### src/rtl/bus_arbiter.sv
// Two-master bus arbiter: instruction fetch and data load/store share one memory port.
// Round-robin grant, registered bus outputs, wait-state timeout and illegal-size rejection.
module bus_arbiter #(
    parameter int unsigned TIMEOUT   = 16,
    parameter logic [31:0] PC_ORIGIN = 32'h10000
) (
    input  logic        clk,
    input  logic        rst,
    input  logic        i_req,
    input  logic [31:0] i_addr,
    input  logic        d_req,
    input  logic        d_write,
    input  logic [1:0]  d_size,
    input  logic [31:0] d_addr,
    input  logic [31:0] d_wdata,
    input  logic        mem_ack_n,
    input  logic [31:0] mem_rdata,
    output logic        mem_req,
    output logic        mem_write,
    output logic [1:0]  mem_size,
    output logic [31:0] mem_addr,
    output logic [31:0] mem_wdata,
    output logic        i_ack,
    output logic        d_ack,
    output logic [31:0] i_rdata,
    output logic [31:0] d_rdata,
    output logic        bus_err,
    output logic        stall
);

    localparam logic [1:0] S_IDLE  = 2'd0;
    localparam logic [1:0] S_FETCH = 2'd1;
    localparam logic [1:0] S_DATA  = 2'd2;
    localparam logic [1:0] S_ERR   = 2'd3;

    localparam logic [7:0] TIMEOUT_LAST = 8'(TIMEOUT - 1);

    logic [1:0] state;
    logic [7:0] wait_cnt;
    logic       last_data;
    logic       i_pend;
    logic       d_pend;
    logic       grant_i;
    logic       grant_d;
    logic       timeout_hit;

    // A requester whose ack is on the wires this cycle is still holding its
    // request; masking it lets the ack cycle grant the other side immediately.
    always_comb begin
        i_pend      = i_req & ~i_ack;
        d_pend      = d_req & ~d_ack;
        grant_d     = d_pend & (~i_pend | ~last_data);
        grant_i     = i_pend & ~grant_d;
        timeout_hit = (wait_cnt == TIMEOUT_LAST);
        stall       = (i_req & ~i_ack) | (d_req & ~d_ack);
    end

    always_ff @(posedge clk or negedge rst) begin
        if (!rst) begin
            state     <= S_IDLE;
            wait_cnt  <= '0;
            last_data <= 1'b0;
            mem_req   <= 1'b0;
            mem_write <= 1'b0;
            mem_size  <= '0;
            mem_addr  <= PC_ORIGIN;
            mem_wdata <= '0;
            i_ack     <= 1'b0;
            d_ack     <= 1'b0;
            i_rdata   <= '0;
            d_rdata   <= '0;
            bus_err   <= 1'b0;
        end else begin
            i_ack   <= 1'b0;
            d_ack   <= 1'b0;
            bus_err <= 1'b0;
            case (state)
                S_IDLE: begin
                    if (grant_d) begin
                        last_data <= 1'b1;
                        if (d_size == 2'b11) begin
                            state   <= S_ERR;
                            d_ack   <= 1'b1;
                            bus_err <= 1'b1;
                            d_rdata <= '0;
                        end else begin
                            state     <= S_DATA;
                            wait_cnt  <= '0;
                            mem_req   <= 1'b1;
                            mem_write <= d_write;
                            mem_size  <= d_size;
                            mem_addr  <= d_addr;
                            mem_wdata <= d_wdata;
                        end
                    end else if (grant_i) begin
                        last_data <= 1'b0;
                        state     <= S_FETCH;
                        wait_cnt  <= '0;
                        mem_req   <= 1'b1;
                        mem_write <= 1'b0;
                        mem_size  <= '0;
                        mem_addr  <= i_addr;
                        mem_wdata <= '0;
                    end
                end
                S_FETCH, S_DATA: begin
                    if (!mem_ack_n || timeout_hit) begin
                        // Ack wins over timeout in the same cycle; abort returns zero data.
                        state     <= S_IDLE;
                        mem_req   <= 1'b0;
                        mem_write <= 1'b0;
                        mem_size  <= '0;
                        mem_addr  <= PC_ORIGIN;
                        mem_wdata <= '0;
                        bus_err   <= mem_ack_n;
                        if (state == S_FETCH) begin
                            i_ack   <= 1'b1;
                            i_rdata <= mem_ack_n ? '0 : mem_rdata;
                        end else begin
                            d_ack   <= 1'b1;
                            d_rdata <= mem_ack_n ? '0 : mem_rdata;
                        end
                    end else begin
                        wait_cnt <= wait_cnt + 8'd1;
                    end
                end
                S_ERR: begin
                    state <= S_IDLE;
                end
            endcase
        end
    end

endmodule
### config.mk
export PLATFORM = sky130hd
export DESIGN_NAME = bus_arbiter
export DESIGN_NICKNAME = d
export VERILOG_FILES = /design/src/rtl/bus_arbiter.sv
export SDC_FILE = /design/constraint.sdc
export NUM_CORES = 1
export LEC_CHECK = 0
export CAP_MARGIN = 10
export CORE_MARGIN = 4
export CORE_UTILIZATION = 40
export CTS_CLUSTER_SIZE = 20
export DETAILED_ROUTE_END_ITERATION = 10
export PLACE_DENSITY = 0.77
export REMOVE_ABC_BUFFERS = 1
export SLEW_MARGIN = 40
export SYNTH_ARGS = -nofsm -noshare
export SYNTH_HDL_FRONTEND = slang
export SYNTH_SLANG_ARGS = --single-unit
### constraint.sdc
create_clock -name clk -period 2.1 [get_ports clk]
set_input_delay 0.21 -clock clk [delete_from_list [all_inputs] [get_ports clk]]
set_output_delay 0.21 -clock clk [all_outputs]
set_load 0.005 [all_outputs]
; ---- Word-level counts from Yosys, hierarchy flattened
; Index checks and enable logic that the tools add are counted.
[op_classes]
addsub = 1
eq_ne = 12
n_mux = 50
bitwise_logic = 11
reduce_logical = 12
[ops]
columns = cell, n
row1 = 32-bit two-way mux, 13
row2 = 32-bit one-hot mux with 2 select lines, 3
row3 = 8-bit two-way mux, 4
row4 = 1-bit two-way mux, 17
row5 = 8-bit one-hot mux with 2 select lines, 1
row6 = 2-bit two-way mux, 6
row7 = "2-bit inequality test, second input constant", 5
row8 = "8-bit by 1-bit adder with 8-bit output, second input constant", 1
row9 = "8-bit by 4-bit equality test with 1-bit output, second input constant", 1
row10 = 1-bit one-hot mux with 2 select lines, 4
row11 = 4-bit AND reduction, 2
row12 = "2-bit equality test, second input constant", 3
row13 = "3-bit inequality test, second input constant", 2
row14 = 2-bit one-hot mux with 3 select lines, 1
row15 = 1-bit NOT, 5
row16 = 5-bit AND reduction, 1
row17 = 1-bit bitwise AND, 4
row18 = 2-bit one-hot mux with 2 select lines, 1
row19 = 2-bit AND reduction, 2
row20 = 2-bit nonzero test, 2
row21 = 3-bit AND reduction, 1
row22 = "2-bit by 1-bit equality test with 1-bit output, second input constant", 1
row23 = 2-bit logical NOT, 1
row24 = 1-bit OR, 2
row25 = other kinds (3), 3
[totals]
ff_bits = 146
out_inout_bits = 136
wordCells = 99

; ---- Logic depth before layout (Yosys ltp)
[depth]
word_depth = 10
ltp_mapped = 9

; ---- Worst setup path before layout
; OpenSTA, ideal clock, no wires.
[synth_timing]
kind = flip-flop to flip-flop
startpoint = register state[0]
endpoint = register d_rdata[2]
arrival_ns = 1.918
slack_ns = 0.050
path_stages_with_launch = 9
synth_period_minus_slack_ns = 2.050
path_cell_list = dfrtp_1 -> inv_1 -> ha_1 -> buf_2 -> nor2b_1 -> inv_1 -> a211o_1 -> buf_2 -> o2bb2ai_1
[synth_between]
elab_chain_len = 4
[synth_rtl]
columns = element, line
row1 = "start, declared", 38  ; logic [1:0] state;
row2 = "start signal, assigned", 60  ; state <= S_IDLE;
row3 = "start signal, assigned", 82  ; state <= S_ERR;
row4 = "start signal, assigned", 87  ; state <= S_DATA;
row5 = 2-bit by 1-bit equality test with 1-bit output or 2-bit equality test (tied branches), "77, 116"
row6 = 2-bit OR reduction, 77  ; case (state)
row7 = 2-bit inequality test (no source line) or 2-bit nonzero test (tied branches), --
row8 = 5-bit AND reduction (no source line), --
row9 = "end signal, assigned", 121  ; d_rdata <= mem_ack_n ? '0 : mem_rdata;
row10 = "end, declared", 26  ; output logic [31:0] d_rdata,
; Several ways; a longest one is shown, not always the timed one.
; A chain may end at the register's enable or synchronous reset.

; ---- Worst setup path in the final report
[layout_timing]
startpoint = register wait_cnt[0]
endpoint = register mem_addr[15]
[layout_between]
elab_chain_len = 4
[layout_rtl]
columns = element, line
row1 = "start, declared", 39  ; logic [7:0] wait_cnt;
row2 = "start signal, assigned", 124  ; wait_cnt <= wait_cnt + 8'd1;
row3 = 8-bit by 4-bit equality test with 1-bit output, 54  ; timeout_hit = (wait_cnt == TIMEOUT_LAST);
row4 = 1-bit logical OR, 107  ; if (!mem_ack_n || timeout_hit) begin
row5 = 2-bit inequality test (no source line), --
row6 = 4-bit AND reduction (no source line), --
row7 = "end signal, assigned", 92  ; mem_addr <= d_addr;
row8 = "end signal, assigned", 102  ; mem_addr <= i_addr;
row9 = "end, declared", 21  ; output logic [31:0] mem_addr,
; Every way passes these cells.

==> impl_metrics.xml <==
<?xml version="1.0" encoding="UTF-8"?>
<metrics>
  <group name="power_and_ir_drop">
    <metric name="ir_worst_vdd" unit="mV">0.8228</metric>
    <metric name="power_density" unit="nW/um^2">1532</metric>
    <metric name="total_leakage_power" unit="uW">0.004888</metric>
  </group>
  <group name="outcome">
    <metric name="status" unit="">finished clean</metric>
  </group>
  <group name="setup_path">
    <metric name="critPathRequiredTime" unit="ns">2.39</metric>
    <metric name="cp-start-kind" unit="">flop</metric>
    <metric name="timing.critical_path.to_type" unit="">flop</metric>
    <metric name="reg2reg_slack" unit="ns">0.12</metric>
    <metric name="crit_type" unit="">flop to flop</metric>
    <metric name="cp_max_fo" unit="">24</metric>
    <metric name="timing.critical_path.arrival" unit="ns">2.28</metric>
  </group>
  <group name="sta">
    <metric name="hold_viol_final" unit="">0</metric>
    <metric name="final-setup-viol-count" unit="">0</metric>
    <metric name="fin_worst_skew" unit="ns">0.007989</metric>
    <metric name="grt_setup_unrepaired" unit="">no</metric>
    <metric name="finalCriticalPeriod" unit="ns">1.983</metric>
    <metric name="tightestPinTransition" unit="ns">0.4576</metric>
    <metric name="max_freq" unit="MHz">504.3</metric>
    <metric name="final_cycle_utilization_of_the_critical_path" unit="">0.9443</metric>
    <metric name="timing.max_slew.rel_slack" unit="">0.6950</metric>
    <metric name="finalMaxSlewViolations" unit="">0</metric>
  </group>
  <group name="finish">
    <metric name="area_delta_synth_final" unit="%">55.68</metric>
    <metric name="num-nets-final" unit="">1075</metric>
    <metric name="layout-drive-gt1-share" unit="">0.1237</metric>
    <metric name="fin_util" unit="">0.6441</metric>
    <metric name="finish.instance_area" unit="sq um">10800</metric>
    <metric name="diodes" unit="">0</metric>
  </group>
  <group name="yosys">
    <metric name="ys_warn_count" unit="">0</metric>
    <metric name="yosys_register_bits" unit="">146</metric>
    <metric name="synth_top_area_cell" unit="">sky130_fd_sc_hd__dfrtp_1</metric>
    <metric name="synth_cells" unit="">650</metric>
    <metric name="synth-edff-count" unit="">0</metric>
    <metric name="syn_area" unit="sq um">6934</metric>
    <metric name="synth.top_cell.area_share" unit="">0.5233</metric>
    <metric name="yosys.cell_count.top_type" unit="">sky130_fd_sc_hd__dfrtp_1</metric>
    <metric name="postSynth.topFlopCell" unit="">sky130_fd_sc_hd__dfrtp_1</metric>
    <metric name="ys_async_sr_fraction" unit="">1.000</metric>
    <metric name="post_synth_top_cells" unit="">sky130_fd_sc_hd__dfrtp_1, sky130_fd_sc_hd__inv_1, sky130_fd_sc_hd__mux2i_1</metric>
    <metric name="syn_avg_cell_area" unit="sq um">10.67</metric>
    <metric name="synth.top_cells.by_area" unit="">sky130_fd_sc_hd__dfrtp_1, sky130_fd_sc_hd__mux2i_1, sky130_fd_sc_hd__mux2_2</metric>
    <metric name="synth_seq_area_share" unit="">0.5271</metric>
    <metric name="count_of_cell_types_in_the_netlist" unit="">41</metric>
  </group>
  <group name="global_routing">
    <metric name="use_met2" unit="">0.3313</metric>
    <metric name="grt_most_used_layer" unit="">met2</metric>
    <metric name="grt_pass1_vias" unit="">6020</metric>
    <metric name="met1_track_utilization_from_global_routing" unit="">0.2759</metric>
    <metric name="gr-usage-all-layers" unit="">0.2144</metric>
    <metric name="global_route.usage.met3" unit="">0.08576</metric>
    <metric name="grt_start_max_net_pins" unit="">49</metric>
    <metric name="first_pass_grt_wire_length" unit="um">33310</metric>
    <metric name="antenna_found_initial" unit="">0</metric>
    <metric name="gr_ovfl_total" unit="">0</metric>
  </group>
  <group name="floorplan">
    <metric name="floorplan.die_area" unit="sq um">19510</metric>
    <metric name="start_util" unit="">0.4137</metric>
    <metric name="core_area" unit="sq um">16760</metric>
    <metric name="dieWidth" unit="um">139.7</metric>
    <metric name="rows" unit="">47</metric>
    <metric name="die_height" unit="um">139.7</metric>
    <metric name="ios" unit="">272</metric>
  </group>
  <group name="clocking">
    <metric name="cts_inserted_buffers" unit="">17</metric>
    <metric name="clock_pin_transition_on_the_worst_setup_and_hold_timing_paths" unit="ns">0.06</metric>
    <metric name="clkSinkCount" unit="">146</metric>
    <metric name="cts.repair_timing.setup_buffer_count" unit="">0</metric>
    <metric name="htree_levels" unit="">4</metric>
    <metric name="root_buffer" unit="">sky130_fd_sc_hd__clkbuf_16</metric>
    <metric name="clk_path_buf_depth" unit="">2</metric>
    <metric name="clkLatencyLatePin" unit="ns">0.42</metric>
    <metric name="cts_tree" unit="">built</metric>
  </group>
  <group name="route">
    <metric name="antenna_violating_nets_post_route" unit="">0</metric>
    <metric name="viasPerCell" unit="">5.037</metric>
    <metric name="drtIter0Drc" unit="">277</metric>
    <metric name="drt-pass1-iter-count" unit="">4</metric>
    <metric name="dr_total_vias" unit="">5873</metric>
    <metric name="drt_wl_total" unit="um">20950</metric>
    <metric name="count_of_unresolved_drc_violations_after_routing" unit="">0</metric>
    <metric name="post_drt_wl_per_cell" unit="um">17.96</metric>
  </group>
  <group name="worst_hold_path">
    <metric name="holdCritPathClass" unit="">input pin to async pin</metric>
  </group>
  <group name="placement">
    <metric name="place.port_buffers" unit="">271</metric>
    <metric name="hpwl" unit="um">15460</metric>
    <metric name="gpl.final_weighted_congestion" unit="">0.9125</metric>
    <metric name="placed_area" unit="sq um">10110</metric>
  </group>
  <group name="flow_run">
    <metric name="drv_cap" unit="">0</metric>
  </group>
</metrics>
power by group:
group / internal [uW] / switching, uW
clock: 2090 / 1190
sequential: 4000 / 655
combinational: 4750 / 3850
routing by layer:
layer / wire, um / part of all wire
met1: 8845 / 0.42
met2: 9446 / 0.45
met3: 2142 / 0.10
met4: 511 / 0.024
met5: 0 / 0
path summary, 6_finish.rpt:
kind | endpoint | from | cells after the start
worst max-delay path | mem_addr[15] | wait_cnt[0] | 6
worst min-delay path | d_rdata[20] | rst | 2
worst max register to register | mem_addr[15] | wait_cnt[0] | 6
worst min register to register | d_rdata[25] | d_rdata[25] | 1
max in group asynchronous | i_rdata[25] | rst | 3
min in group clk | mem_wdata[13] | d_wdata[13] | 3
final cells by class:
class                           count  area (sq um)
Sequential cell                   146          3655
Inverter                           80         300.3
Clock buffer                       20         466.7
Fill cell                        1363          5964
Timing Repair Buffer              311          3142
Clock inverter                     12         177.7
Multi-Input combinational cell    377          2779
Tap cell                          220         275.3
critical path, cell delays in order (launching register included):
cell and delay (ns):
sky130_fd_sc_hd__dfrtp_1 0.42, sky130_fd_sc_hd__ha_1 0.27, sky130_fd_sc_hd__and3_1 0.23, sky130_fd_sc_hd__a21o_1 0.21, sky130_fd_sc_hd__o2111ai_4 0.15, sky130_fd_sc_hd__buf_12 0.22, sky130_fd_sc_hd__mux2_2 0.35
sequential cells by signal (all words and copies together), names as in the netlist:
signal / cells
mem_req: 1
last_data: 1
i_ack: 1
i_rdata: 32
state: 2
mem_size: 2
mem_write: 1
d_ack: 1
wait_cnt: 8
bus_err: 1
d_rdata: 32
mem_addr: 32
mem_wdata: 32
per-stage QoR:
step / setup WS (ns) / total power [uW] / TNS, ns / hold slack, ns / std cells
2_1_floorplan: -2.087 / 8497 / -196.58 / -0.08559 / 603
3_3_place_gp: 0.02950 / 13160 / 0 / 0.1839 / 1133
3_5_place_dp: -0.01122 / 13330 / -0.09729 / 0.1762 / 1133
4_1_cts: 0.003315 / 16690 / 0 / 0.2991 / 1166
5_1_grt: 0.01609 / 17610 / 0 / 0.3398 / 1166
6_report: 0.1169 / 16540 / 0 / 0.3046 / 1166
logic make-up after synthesis:
logic type / Yosys count / share of synthesized area
simple gates: 149 / 0.1130
flops: 146 / 0.5271
buf+inv: 127 / 0.07885
compound gates: 117 / 0.1124
mux: 105 / 0.1579
fa+ha+maj: 6 / 0.01083
what timing repair did:
| item | CTS | global route |
|---|---|---|
| resized for setup | 0 | 6 |
| endpoints found under the hold margin | 44 | 0 |
| hold buffers | 1 | 0 |
| endpoints found under the setup margin | 0 | 135 |
cell usage in the layout (no fill, tap or decap), types with 2 or more instances in the layout:
cell and n:
sky130_fd_sc_hd__clkdlybuf4s50_1 270, sky130_fd_sc_hd__and4b_1 2, sky130_fd_sc_hd__o21ai_0 33, sky130_fd_sc_hd__mux2_2 32, sky130_fd_sc_hd__nor3_1 3, sky130_fd_sc_hd__or3_1 2
sky130_fd_sc_hd__buf_4 29, sky130_fd_sc_hd__inv_6 2, sky130_fd_sc_hd__nor2b_1 2, sky130_fd_sc_hd__o21a_1 2, sky130_fd_sc_hd__nand2_1 48, sky130_fd_sc_hd__nand3_1 40
sky130_fd_sc_hd__clkinv_2 3, sky130_fd_sc_hd__clkbuf_8 3, sky130_fd_sc_hd__nor2_1 5, sky130_fd_sc_hd__nand2b_1 33, sky130_fd_sc_hd__o211ai_1 8, sky130_fd_sc_hd__and4_1 3
sky130_fd_sc_hd__a21oi_1 34, sky130_fd_sc_hd__o2bb2ai_1 32, sky130_fd_sc_hd__clkbuf_16 17, sky130_fd_sc_hd__clkinv_4 2, sky130_fd_sc_hd__mux2_1 3, sky130_fd_sc_hd__ha_1 4
sky130_fd_sc_hd__buf_12 10, sky130_fd_sc_hd__mux2i_1 69, sky130_fd_sc_hd__inv_1 80, sky130_fd_sc_hd__bufinv_16 4, sky130_fd_sc_hd__dfrtp_1 145
Note: power is estimated with default switching activity, not from simulation.
